**config.mk**
```make
export PLATFORM = sky130hd
export DESIGN_NAME = phase_monitor_flat
export DESIGN_NICKNAME = d
export VERILOG_FILES = /design/src/rtl/phase_monitor_if.sv /design/src/rtl/phase_monitor.sv /design/src/flat_wrapper.sv
export SDC_FILE = /design/constraint.sdc
export NUM_CORES = 1
export LEC_CHECK = 0
export CORE_AREA = 4 4 55 81
export CTS_CLUSTER_DIAMETER = 150
export DETAILED_ROUTE_END_ITERATION = 10
export DIE_AREA = 0 0 59 85
export DONT_BUFFER_PORTS = 1
export GPL_TIMING_DRIVEN = 0
export PLACE_DENSITY = 0.72
export SYNTH_ARGS = -nofsm -noshare
export SYNTH_HDL_FRONTEND = slang
export SYNTH_SLANG_ARGS = --single-unit
```
**constraint.sdc**
```tcl
create_clock -name clk -period 2.5 [get_ports clk]
set_clock_uncertainty 0.05 [all_clocks]
set_input_delay 0.25 -clock clk [delete_from_list [all_inputs] [get_ports clk]]
set_output_delay 0.25 -clock clk [all_outputs]
set_load 0.05 [all_outputs]
```
**src/rtl/phase_monitor_if.sv**
```systemverilog
// Phase strobe bus shared by the phase generator (master) and observers (slave).
// Signals: fetch_clk, decode_clk, exec_clk, wrbk_clk, jmp_clk -- one-hot phase strobes.
interface phase_monitor_if;
    logic fetch_clk;
    logic decode_clk;
    logic exec_clk;
    logic wrbk_clk;
    logic jmp_clk;

    modport master (
        output fetch_clk,
        output decode_clk,
        output exec_clk,
        output wrbk_clk,
        output jmp_clk
    );

    modport slave (
        input fetch_clk,
        input decode_clk,
        input exec_clk,
        input wrbk_clk,
        input jmp_clk
    );
endinterface

```
**src/rtl/phase_monitor.sv**
```systemverilog
// Receiving-end checker for the five one-hot phase strobes. Locks onto fetch,
// tracks the expected next phase, counts retired instructions and raises
// sticky errors for non-one-hot strobes, out-of-order phases and timeouts.
// Ports:
//   clk, rst        clock, asynchronous active-low reset
//   strb            phase strobe bus (slave modport)
//   clear_i         synchronous clear of sticky errors and counter
//   phase_idx_o     last accepted phase 0..4, 7 when not locked
//   locked_o        high while in RUN
//   retire_o        one-cycle pulse per accepted jmp
//   instr_count_o   retired instruction count (wraps)
//   err_onehot_o, err_order_o, err_timeout_o, err_any_o  sticky errors
// Optional feature (macro PHASE_MON_CAPTURE_EN):
//   err_strobes_o   strobe snapshot at first error (0 for timeout)
//   err_expected_o  expected phase index at first error
module phase_monitor #(
    parameter int unsigned CNT_W   = 16,
    parameter int unsigned TIMEOUT = 4
) (
    input  logic               clk,
    input  logic               rst,
    phase_monitor_if.slave     strb,
    input  logic               clear_i,
    output logic [2:0]         phase_idx_o,
    output logic               locked_o,
    output logic               retire_o,
    output logic [CNT_W-1:0]   instr_count_o,
    output logic               err_onehot_o,
    output logic               err_order_o,
    output logic               err_timeout_o,
    output logic               err_any_o
`ifdef PHASE_MON_CAPTURE_EN
   ,output logic [4:0]         err_strobes_o,
    output logic [2:0]         err_expected_o
`endif
);

    localparam int unsigned STB_W    = 5;
    localparam int unsigned PH_W     = 3;
    localparam int unsigned GAP_W    = 8;
    localparam logic [PH_W-1:0] IDX_NONE  = 3'd7;
    localparam logic [PH_W-1:0] IDX_FETCH = 3'd0;
    localparam logic [PH_W-1:0] IDX_JMP   = 3'd4;

    typedef enum logic {SYNC, RUN} state_e;

    state_e            state_q, state_d;
    logic [PH_W-1:0]   phase_q, phase_d;
    logic [PH_W-1:0]   expected_q, expected_d;
    logic [GAP_W-1:0]  gap_q, gap_d;
    logic              locked_q, locked_d;
    logic              retire_q, retire_d;
    logic [CNT_W-1:0]  count_q, count_d;
    logic              eonehot_q, eonehot_d;
    logic              eorder_q, eorder_d;
    logic              etimeout_q, etimeout_d;
    logic              eany_q, eany_d;

    logic [STB_W-1:0]  strobes;
    logic              none, multi, exp_hit;
    logic              set_onehot, set_order, set_timeout, new_err;

    assign strobes = {strb.jmp_clk, strb.wrbk_clk, strb.exec_clk, strb.decode_clk, strb.fetch_clk};
    assign none    = (strobes == '0);
    // Clearing the lowest set bit leaves something only if two or more bits were set.
    assign multi   = |(strobes & (strobes - STB_W'(1)));
    assign exp_hit = (strobes == (STB_W'(1) << expected_q));

    // Next-state, phase tracking and error detection.
    always_comb begin
        state_d     = state_q;
        phase_d     = phase_q;
        expected_d  = expected_q;
        gap_d       = gap_q;
        retire_d    = 1'b0;
        set_onehot  = 1'b0;
        set_order   = 1'b0;
        set_timeout = 1'b0;

        case (state_q)
            SYNC: begin
                if (multi) begin
                    set_onehot = 1'b1;
                end else if (strobes == STB_W'(1)) begin
                    state_d    = RUN;
                    phase_d    = IDX_FETCH;
                    expected_d = IDX_FETCH + PH_W'(1);
                    gap_d      = '0;
                end
            end
            RUN: begin
                if (none) begin
                    if (gap_q == GAP_W'(TIMEOUT - 1)) begin
                        set_timeout = 1'b1;
                    end else begin
                        gap_d = gap_q + GAP_W'(1);
                    end
                end else if (multi) begin
                    set_onehot = 1'b1;
                end else if (exp_hit) begin
                    phase_d    = expected_q;
                    gap_d      = '0;
                    retire_d   = (expected_q == IDX_JMP);
                    expected_d = (expected_q == IDX_JMP) ? IDX_FETCH : expected_q + PH_W'(1);
                end else begin
                    set_order = 1'b1;
                end
            end
            default: state_d = SYNC;
        endcase

        new_err = set_onehot | set_order | set_timeout;
        // Any error in RUN drops lock; in SYNC this just restates reset values.
        if (new_err) begin
            state_d    = SYNC;
            phase_d    = IDX_NONE;
            expected_d = IDX_FETCH;
            gap_d      = '0;
        end

        // Clear wipes the sticky state, but an error found this cycle still sets.
        eonehot_d  = (eonehot_q  & ~clear_i) | set_onehot;
        eorder_d   = (eorder_q   & ~clear_i) | set_order;
        etimeout_d = (etimeout_q & ~clear_i) | set_timeout;
        eany_d     = eonehot_d | eorder_d | etimeout_d;
        count_d    = clear_i ? '0 : count_q + CNT_W'(retire_d);
        locked_d   = (state_d == RUN);
    end

    always_ff @(posedge clk or negedge rst) begin
        if (!rst) begin
            state_q    <= SYNC;
            phase_q    <= IDX_NONE;
            expected_q <= IDX_FETCH;
            gap_q      <= '0;
            locked_q   <= 1'b0;
            retire_q   <= 1'b0;
            count_q    <= '0;
            eonehot_q  <= 1'b0;
            eorder_q   <= 1'b0;
            etimeout_q <= 1'b0;
            eany_q     <= 1'b0;
        end else begin
            state_q    <= state_d;
            phase_q    <= phase_d;
            expected_q <= expected_d;
            gap_q      <= gap_d;
            locked_q   <= locked_d;
            retire_q   <= retire_d;
            count_q    <= count_d;
            eonehot_q  <= eonehot_d;
            eorder_q   <= eorder_d;
            etimeout_q <= etimeout_d;
            eany_q     <= eany_d;
        end
    end

    assign phase_idx_o   = phase_q;
    assign locked_o      = locked_q;
    assign retire_o      = retire_q;
    assign instr_count_o = count_q;
    assign err_onehot_o  = eonehot_q;
    assign err_order_o   = eorder_q;
    assign err_timeout_o = etimeout_q;
    assign err_any_o     = eany_q;

`ifdef PHASE_MON_CAPTURE_EN
    logic [STB_W-1:0] cap_stb_q, cap_stb_d;
    logic [PH_W-1:0]  cap_exp_q, cap_exp_d;

    // Capture only the first error; err_any_q low (or a clear) means nothing is held.
    always_comb begin
        cap_stb_d = cap_stb_q;
        cap_exp_d = cap_exp_q;
        if (new_err && (clear_i || !eany_q)) begin
            cap_stb_d = set_timeout ? '0 : strobes;
            cap_exp_d = expected_q;
        end else if (clear_i) begin
            cap_stb_d = '0;
            cap_exp_d = '0;
        end
    end

    always_ff @(posedge clk or negedge rst) begin
        if (!rst) begin
            cap_stb_q <= '0;
            cap_exp_q <= '0;
        end else begin
            cap_stb_q <= cap_stb_d;
            cap_exp_q <= cap_exp_d;
        end
    end

    assign err_strobes_o  = cap_stb_q;
    assign err_expected_o = cap_exp_q;
`endif

endmodule

```
**src/flat_wrapper.sv**
```systemverilog
// flat-port wrapper written by rule: the top's interface ports become plain ports
module phase_monitor_flat 
#(
    parameter int unsigned CNT_W   = 16,
    parameter int unsigned TIMEOUT = 4
)
  (clk, rst, clear_i, phase_idx_o, locked_o, retire_o, instr_count_o, err_onehot_o, err_order_o, err_timeout_o, err_any_o, strb_fetch_clk, strb_decode_clk, strb_exec_clk, strb_wrbk_clk, strb_jmp_clk);
  phase_monitor_if strb_i ();
  input  logic clk;
  input  logic rst;
  input  logic clear_i;
  output logic [2:0] phase_idx_o;
  output logic locked_o;
  output logic retire_o;
  output logic [CNT_W-1:0] instr_count_o;
  output logic err_onehot_o;
  output logic err_order_o;
  output logic err_timeout_o;
  output logic err_any_o;
  input wire logic [$bits(strb_i.fetch_clk)-1:0] strb_fetch_clk;
  input wire logic [$bits(strb_i.decode_clk)-1:0] strb_decode_clk;
  input wire logic [$bits(strb_i.exec_clk)-1:0] strb_exec_clk;
  input wire logic [$bits(strb_i.wrbk_clk)-1:0] strb_wrbk_clk;
  input wire logic [$bits(strb_i.jmp_clk)-1:0] strb_jmp_clk;
  assign strb_i.fetch_clk = strb_fetch_clk;
  assign strb_i.decode_clk = strb_decode_clk;
  assign strb_i.exec_clk = strb_exec_clk;
  assign strb_i.wrbk_clk = strb_wrbk_clk;
  assign strb_i.jmp_clk = strb_jmp_clk;
  phase_monitor #(.CNT_W(CNT_W), .TIMEOUT(TIMEOUT)) u_core (.clk(clk), .rst(rst), .strb(strb_i), .clear_i(clear_i), .phase_idx_o(phase_idx_o), .locked_o(locked_o), .retire_o(retire_o), .instr_count_o(instr_count_o), .err_onehot_o(err_onehot_o), .err_order_o(err_order_o), .err_timeout_o(err_timeout_o), .err_any_o(err_any_o));
endmodule
```
==> impl_metrics.env, run 1 <==
export IMPL_max_slew_margin_pct=39.7
export IMPL_synth_edff_count=0
export IMPL_syn_num_nets=223
export IMPL_crit_path_max_fanout=4
export IMPL_worst_setup_path_type="reg -> reg"
export IMPL_grt_pass1_vias=1729
export IMPL_antenna_found_initial=0
export IMPL_crit_path_end="u_core.instr_count_o[12]$_DFF_PN0_"
export IMPL_die_y_um=85
export IMPL_grt_overflow=0
export IMPL_p_leak_nw=1.10
export IMPL_arrival_ns=2.67
export IMPL_synthAdderAreaFrac_pct=4.90
export IMPL_initial_core_util_pct=54.9
export IMPL_cts_buffer_depth=2
export IMPL_drc=0
export IMPL_slew_viol_final=0
export IMPL_io_pins=33
export IMPL_final_common_cell="dfrtp_1"
export IMPL_r2r_end="u_core.instr_count_o[12]$_DFF_PN0_"
export IMPL_synth_cells=207
export IMPL_coreArea_sq_um=3720
export IMPL_async_reset_ff_share_pct=100
export IMPL_hold_viol=0
export IMPL_crit_buf_inv=3
export IMPL_synth_top_family_by_area="simple AND/OR/NAND/NOR gates"
export IMPL_via_per_inst=6.03
export IMPL_numCtsBuffers=5
export IMPL_end_kind="flop"
export IMPL_yosysUniqueCellTypes=42
export IMPL_track_usage_pct=20.5
export IMPL_fin_setup_tns_ns=-0.358
export IMPL_topRoutingLayerUsed="met4"
export IMPL_synth_seq_cells=36
export IMPL_most_common_layout_cells="32 x dfrtp_1, 15 x nor2_1, 14 x buf_4"
export IMPL_ys_flop_type="dfrtp_1"
export IMPL_areaGrowthSynthToFinish_pct=25.2
export IMPL_clk_pin_slew_worst_paths_ns=0.08
export IMPL_ys_seq_area_share_pct=44.3
export IMPL_die_x_um=59
export IMPL_nets=250
export IMPL_wl_met1_um=1790
export IMPL_syn_area_sq_um=2040
export IMPL_drt_first_pass_iters=4
export IMPL_status="finished, violations left"
export IMPL_fin_crit_ns=2.56
export IMPL_grt_max_degree=37
export IMPL_rsz0062_at_grt="true"
export IMPL_wl_um=4850
export IMPL_hold_path_class="in -> reg"
export IMPL_critPathMaxStageDelay_ns=0.44
export IMPL_drive_gt1_share_pct=28.9
export IMPL_dpl_worst_slack_ns=-0.509
export IMPL_fin_ws_ns=-0.0604
export IMPL_peakVddDrop_uv=524
export IMPL_routed_wl_met2_um=2610
export IMPL_path_depth=14
export IMPL_wl_per_cell_um=17.5
export IMPL_post_route_period_util_pct=102
export IMPL_hpwl_um=3150
export IMPL_synth_xor_area_share_pct=7.72
export IMPL_drt_initial_drc_count=90
export IMPL_hold_ws_ns=0.0529
export IMPL_dr_total_vias=1677
export IMPL_antenna_cells=0
export IMPL_finalSetupViolCount=9
export IMPL_yosys_warnings=0
export IMPL_dr_wl_met3_um=310
export IMPL_worst_path_dominant_cell_family="simple AND/OR/NAND/NOR gates"
export IMPL_reg2reg_depth=14
export IMPL_avgSynthCellArea_sq_um=9.86
export IMPL_fmax_mhz=391
export IMPL_synth_mux_area_share_pct=1.47
export IMPL_synth_simple_area_share_pct=23.3
export IMPL_violations="setup timing"
export IMPL_r2r_start="u_core.expected_q[0]$_DFFE_PN0P_"
export IMPL_synth_compound_area_share_pct=11.5
export IMPL_portBuffers=0
export IMPL_cts_htree_levels=2
export IMPL_rows=27
export IMPL_cts_root_buf="clkbuf_8"
export IMPL_tritoncts="yes"
export IMPL_place_gp_congestion=0.878
export IMPL_crit_start="u_core.expected_q[0]$_DFFE_PN0P_"
export IMPL_cp_slowest_cell="dfrtp_1"
export IMPL_clk_latency_ns=0.30
export IMPL_cp_cell_sequence="inv_2 -> ha_4 -> and2b_1 -> nor3_2 -> o2111ai_2 -> nor3_4 -> buf_4 -> ha_4 -> nand2_4 -> nor3_4 -> buf_6 -> nand3_2 -> xor2_1 -> nor2_1"
export IMPL_dieArea_sq_um=5020
export IMPL_start_kind="flop"
export IMPL_ant_nets=0
export IMPL_ff2ff_setup_slack_ns=-0.06
export IMPL_cts_num_sinks=36
export IMPL_powerDensity_nw_per_um2=468
export IMPL_cap_violations=0
export IMPL_cp_required_ns=2.61
export IMPL_grt_pass1_wl_um=8000
export IMPL_worst_slew_pin_slew_ns=0.898
==> worst min path at each step <==
stage | from | endpoint | slack, ns | depth (start not counted)
after floorplan | rst | u_core.err_any_o$_DFF_PN0_ | -0.1 | 0
after global placement | rst | u_core.instr_count_o[7]$_DFF_PN0_ | -0.09 | 0
after detailed placement | rst | u_core.instr_count_o[6]$_DFF_PN0_ | -0.09 | 0
after CTS | clear_i | u_core.err_onehot_o$_DFF_PN0_ | 0.05 | 1
after global routing | clear_i | u_core.err_onehot_o$_DFF_PN0_ | 0.04 | 1
final | clear_i | u_core.err_onehot_o$_DFF_PN0_ | 0.05 | 1
==> kinds of logic (layout without fill, tap and decap cells) <==
kind of cell,Yosys count,count (layout)
AO/OA/AOI/OAI,38,38
XOR/XNOR,18,18
adder cells (fa/ha/maj),8,8
buffers and inverters,20,48
flip-flops,36,36
multiplexers,3,3
AND/OR/NAND/NOR,84,84
==> sequential cells by signal (all words and copies together) (netlist names) <==
signal and count:
u_core.retire_o 1, u_core.err_timeout_o 1, u_core.instr_count_o 16, u_core.phase_idx_o 3
u_core.err_order_o 1, u_core.err_onehot_o 1, u_core.gap_q 8, u_core.state_q 1
u_core.expected_q 3, u_core.err_any_o 1
==> Yosys cell counts, drive strengths merged (7+ instances only) <==
cell,n,area (sq um)
ha,8,100
o21ai,15,75.1
nand3,14,82.6
xnor2,8,70.1
xor2,10,87.6
a21oi,11,58.8
clkbuf,7,76.3
dfrtp,33,826
nor2,16,76.3
nor3,10,50.1
nand2,13,48.8
inv,11,41.3
==> per-layer routing <==
metal  up-vias  GRT usage [%]
met2        57           36.7
met4         0           10.1
met1       816           21.2
met5         -              0
met3        13           5.48
li1        791              -
==> metrics by stage <==
| step | power (mW) | util (%) | cell area [sq um] | cells |
|---|---|---|---|---|
| final | 1.20 | 68.8 | 2560 | 278 |
| after global routing | 1.24 | 68.8 | 2560 | 278 |
| after CTS | 1.20 | 67.2 | 2500 | 274 |
| after detailed placement | 0.671 | 57.0 | 2120 | 250 |
| after global placement | 0.669 | 57.0 | 2120 | 250 |
| after floorplan | 0.660 | - | 2060 | 207 |
==> where the power goes <==
| part | internal [mW] | total (mW) | switching, mW |
|---|---|---|---|
| sequential | 0.586 | 0.599 | 0.0136 |
| clock | 0.295 | 0.517 | 0.222 |
| combinational | 0.0313 | 0.0818 | 0.0505 |
==> worst reg2reg max path, cell delays in order (launching register included) <==
cell	delay [ns]
dfrtp_1	0.44
inv_2	0.10
ha_4	0.17
and2b_1	0.15
nor3_2	0.17
o2111ai_2	0.19
nor3_4	0.18
buf_4	0.15
ha_4	0.14
nand2_4	0.07
nor3_4	0.17
buf_6	0.14
nand3_2	0.08
xor2_1	0.16
nor2_1	0.06
==> layout make-up <==
| class | count | area (sq um) |
|---|---|---|
| clock inverters | 3 | 42.5 |
| clock buffers | 5 | 68.8 |
| fillers | 263 | 1160 |
| flip-flops and latches | 36 | 906 |
| repair buffers | 20 | 180 |
| multi-input cells | 151 | 1170 |
| inverters | 11 | 41.3 |
| plain buffers | 9 | 98.8 |
| well taps | 43 | 53.8 |
==> what timing repair did <==
item,in CTS,in global routing
endpoints found under the hold margin,36,0
gates resized for setup,28,6
buffers inserted,14,5
hold buffers,2,0
pin swaps,13,8
setup endpoints to repair,11,11
Power figures use the tool's default switching activity.
==> inputs of run 2 (changes only) <==
--- a/config.mk
+++ b/config.mk
@@ -12,6 +12,7 @@
 export DONT_BUFFER_PORTS = 1
 export GPL_TIMING_DRIVEN = 0
 export PLACE_DENSITY = 0.72
+export RECOVER_POWER = 25
 export SYNTH_ARGS = -nofsm -noshare
 export SYNTH_HDL_FRONTEND = slang
 export SYNTH_SLANG_ARGS = --single-unit
==> run 2 against run 1 <==
  * The run ends with capacitance limit, slew limit, setup timing left
  * Maximum frequency about the same
  * First-iteration DRC count did not move
  * Count of clock-buffer cells in the layout stayed put
  * Sequential share of layout area rose by 0.10 points
  * Sequential power is essentially flat
  * Register-to-register slack is essentially flat
  * Flip-flop and latch count stayed put
  * Cell count stayed put
==> impl_metrics.env, run 2 (same netlist as run 1, synthesis figures left out) <==
export IMPL_ff2ff_setup_slack_ns=-0.06
export IMPL_r2r_end="u_core.instr_count_o[12]$_DFF_PN0_"
export IMPL_grt_pass1_wl_um=8000
export IMPL_cts_buffer_depth=2
export IMPL_drc=0
export IMPL_most_common_layout_cells="32 x dfrtp_1, 15 x nor2_1, 14 x buf_4"
export IMPL_holdCritStartpoint="clear_i"
export IMPL_hold_path_class="in -> reg"
export IMPL_numCtsBuffers=5
export IMPL_hpwl_um=3150
export IMPL_combPwrFrac_pct=6.6
export IMPL_n_fill_cell=265
export IMPL_nets=250
export IMPL_dpl_worst_slack_ns=-0.509
export IMPL_wl_per_cell_um=17.5
export IMPL_track_usage_pct=20.5
export IMPL_largest_reg_flops=16
export IMPL_drive_gt1_share_pct=28.5
export IMPL_seq_power_share_pct=50.1
export IMPL_fmax_mhz=391
export IMPL_grt_pass1_vias=1729
export IMPL_violations="capacitance limit, slew limit, setup timing"
export IMPL_fin_crit_ns=2.56
export IMPL_r2r_start="u_core.expected_q[0]$_DFFE_PN0P_"
export IMPL_finalSetupViolCount=9
export IMPL_arrival_ns=2.67
export IMPL_initial_core_util_pct=54.9
export IMPL_io_pins=33
export IMPL_die_y_um=85
export IMPL_drt_first_pass_iters=4
export IMPL_hold_ws_ns=0.0528
export IMPL_seqCellArea_sq_um=906
export IMPL_cts_root_buf="clkbuf_8"
export IMPL_p_sw_share_pct=23.9
export IMPL_clk_pin_slew_worst_paths_ns=0.08
export IMPL_antenna_found_initial=0
export IMPL_critPathMaxStageDelay_ns=0.44
export IMPL_areaGrowthSynthToFinish_pct=24.9
export IMPL_peakVddDrop_uv=524
export IMPL_whs_path_depth=1
export IMPL_start_kind="flop"
export IMPL_hold_viol=0
export IMPL_min_to="u_core.err_onehot_o$_DFF_PN0_"
export IMPL_die_x_um=59
export IMPL_rows=27
export IMPL_p_total_mw=1.20
export IMPL_multi_input_area_sq_um=1170
export IMPL_powerDensity_nw_per_um2=469
export IMPL_clk_latency_ns=0.30
export IMPL_cp_required_ns=2.61
export IMPL_cp_slowest_cell="dfrtp_1"
export IMPL_tritoncts="yes"
export IMPL_drt_initial_drc_count=90
export IMPL_cts_num_sinks=36
export IMPL_portBuffers=0
export IMPL_worst_setup_path_type="reg -> reg"
export IMPL_grt_overflow=0
export IMPL_rsz0062_at_grt="true"
export IMPL_max_slew_margin_pct=-3.18
export IMPL_fin_cells=278
export IMPL_post_route_period_util_pct=102
export IMPL_antenna_cells=0
export IMPL_dp_cells=250
export IMPL_crit_path_max_fanout=4
export IMPL_slew_viol_final=37
export IMPL_final_common_cell="dfrtp_1"
export IMPL_coreArea_sq_um=3720
export IMPL_dr_total_vias=1684
export IMPL_reg2reg_depth=14
export IMPL_p_leak_nw=1.10
export IMPL_ant_nets=0
export IMPL_cts_htree_levels=2
export IMPL_via_per_inst=6.06
export IMPL_p_int_mw=0.910
export IMPL_status="finished, violations left"
export IMPL_dieArea_sq_um=5020
export IMPL_wl_um=4860
export IMPL_clkPwrFrac_pct=43.2
export IMPL_place_gp_congestion=0.878
export IMPL_worst_slew_pin_slew_ns=1.55
export IMPL_p_switching_mw=0.285
export IMPL_grt_max_degree=37
export IMPL_fin_ws_ns=-0.0607
export IMPL_cp_cell_sequence="inv_2 -> ha_4 -> and2b_1 -> nor3_2 -> o2111ai_2 -> nor3_4 -> buf_4 -> ha_4 -> nand2_4 -> nor3_4 -> buf_6 -> nand3_2 -> xor2_1 -> nor2_1"
export IMPL_cap_violations=1
export IMPL_end_kind="flop"
[run 2: per-layer routing]
| layer | GRT usage, % | vias to the layer above | wire, um |
|---|---|---|---|
| li1 | - | 791 | - |
| met1 | 21.2 | 820 | 1800 |
| met2 | 36.7 | 60 | 2610 |
| met3 | 5.48 | 13 | 314 |
| met4 | 10.1 | 0 | 139 |
| met5 | 0 | - | 0 |
[run 2: power by group through the flow]
stage          clock network [mW]  logic, mW  registers, mW
3_5_place_dp                    0     0.0604          0.611
4_1_cts                     0.518     0.0815          0.599
6_report                    0.517     0.0794          0.599
5_1_grt                     0.549     0.0868          0.600
2_1_floorplan                   0     0.0504          0.610
3_3_place_gp                    0     0.0586          0.611
[run 2: critical path: cells and delay by family, from the launching register on]
family	cells	cell delay (ns)
AND/OR/NAND/NOR	7	0.88
AO/OA/AOI/OAI	1	0.19
XOR/XNOR	1	0.16
buffers and inverters	3	0.39
adder cells (fa/ha/maj)	2	0.31
flip-flops	1	0.44
[run 2: timing repair]
| item | 4_1_cts | 5_1_grt |
|---|---|---|
| endpoints found under the hold margin | 36 | 0 |
| hold buffers | 2 | 0 |
| pin swaps | 13 | 8 |
| endpoints found under the setup margin | 11 | 11 |
| buffers inserted | 14 | 5 |
| resized for setup | 28 | 6 |
[run 2: layout make-up]
type | count | share of cell area, %
Clock buffer | 5 | 2.70
Clock inverter | 3 | 1.67
Inverter | 11 | 1.62
Sequential cell | 36 | 35.5
Timing Repair Buffer | 20 | 6.77
Buffer | 9 | 3.88
Multi-Input combinational cell | 151 | 45.7
Tap cell | 43 | 2.11
[run 2: how the worst max path moves through the flow]
stage                                                    end  slack (ns)                              from  cells after the start
after detailed placement  u_core.instr_count_o[13]$_DFF_PN0_       -0.51  u_core.expected_q[0]$_DFFE_PN0P_                     12
after global placement    u_core.instr_count_o[15]$_DFF_PN0_       -0.36  u_core.expected_q[0]$_DFFE_PN0P_                     12
after CTS                 u_core.instr_count_o[13]$_DFF_PN0_       -0.11  u_core.expected_q[0]$_DFFE_PN0P_                     13
after global routing      u_core.instr_count_o[12]$_DFF_PN0_       -0.20  u_core.expected_q[0]$_DFFE_PN0P_                     14
final                     u_core.instr_count_o[12]$_DFF_PN0_       -0.06  u_core.expected_q[0]$_DFFE_PN0P_                     14
after floorplan           u_core.instr_count_o[13]$_DFF_PN0_       0.007  u_core.expected_q[0]$_DFFE_PN0P_                     12
[run 2: per-stage QoR]
step,util [%],TNS [ns],area [sq um]
after CTS,67.2,-0.480,2500
after global routing,68.6,-1.49,2550
final,68.6,-0.366,2550
after global placement,57.0,-2.01,2120
after floorplan,-,0,2060
after detailed placement,57.0,-3.68,2120
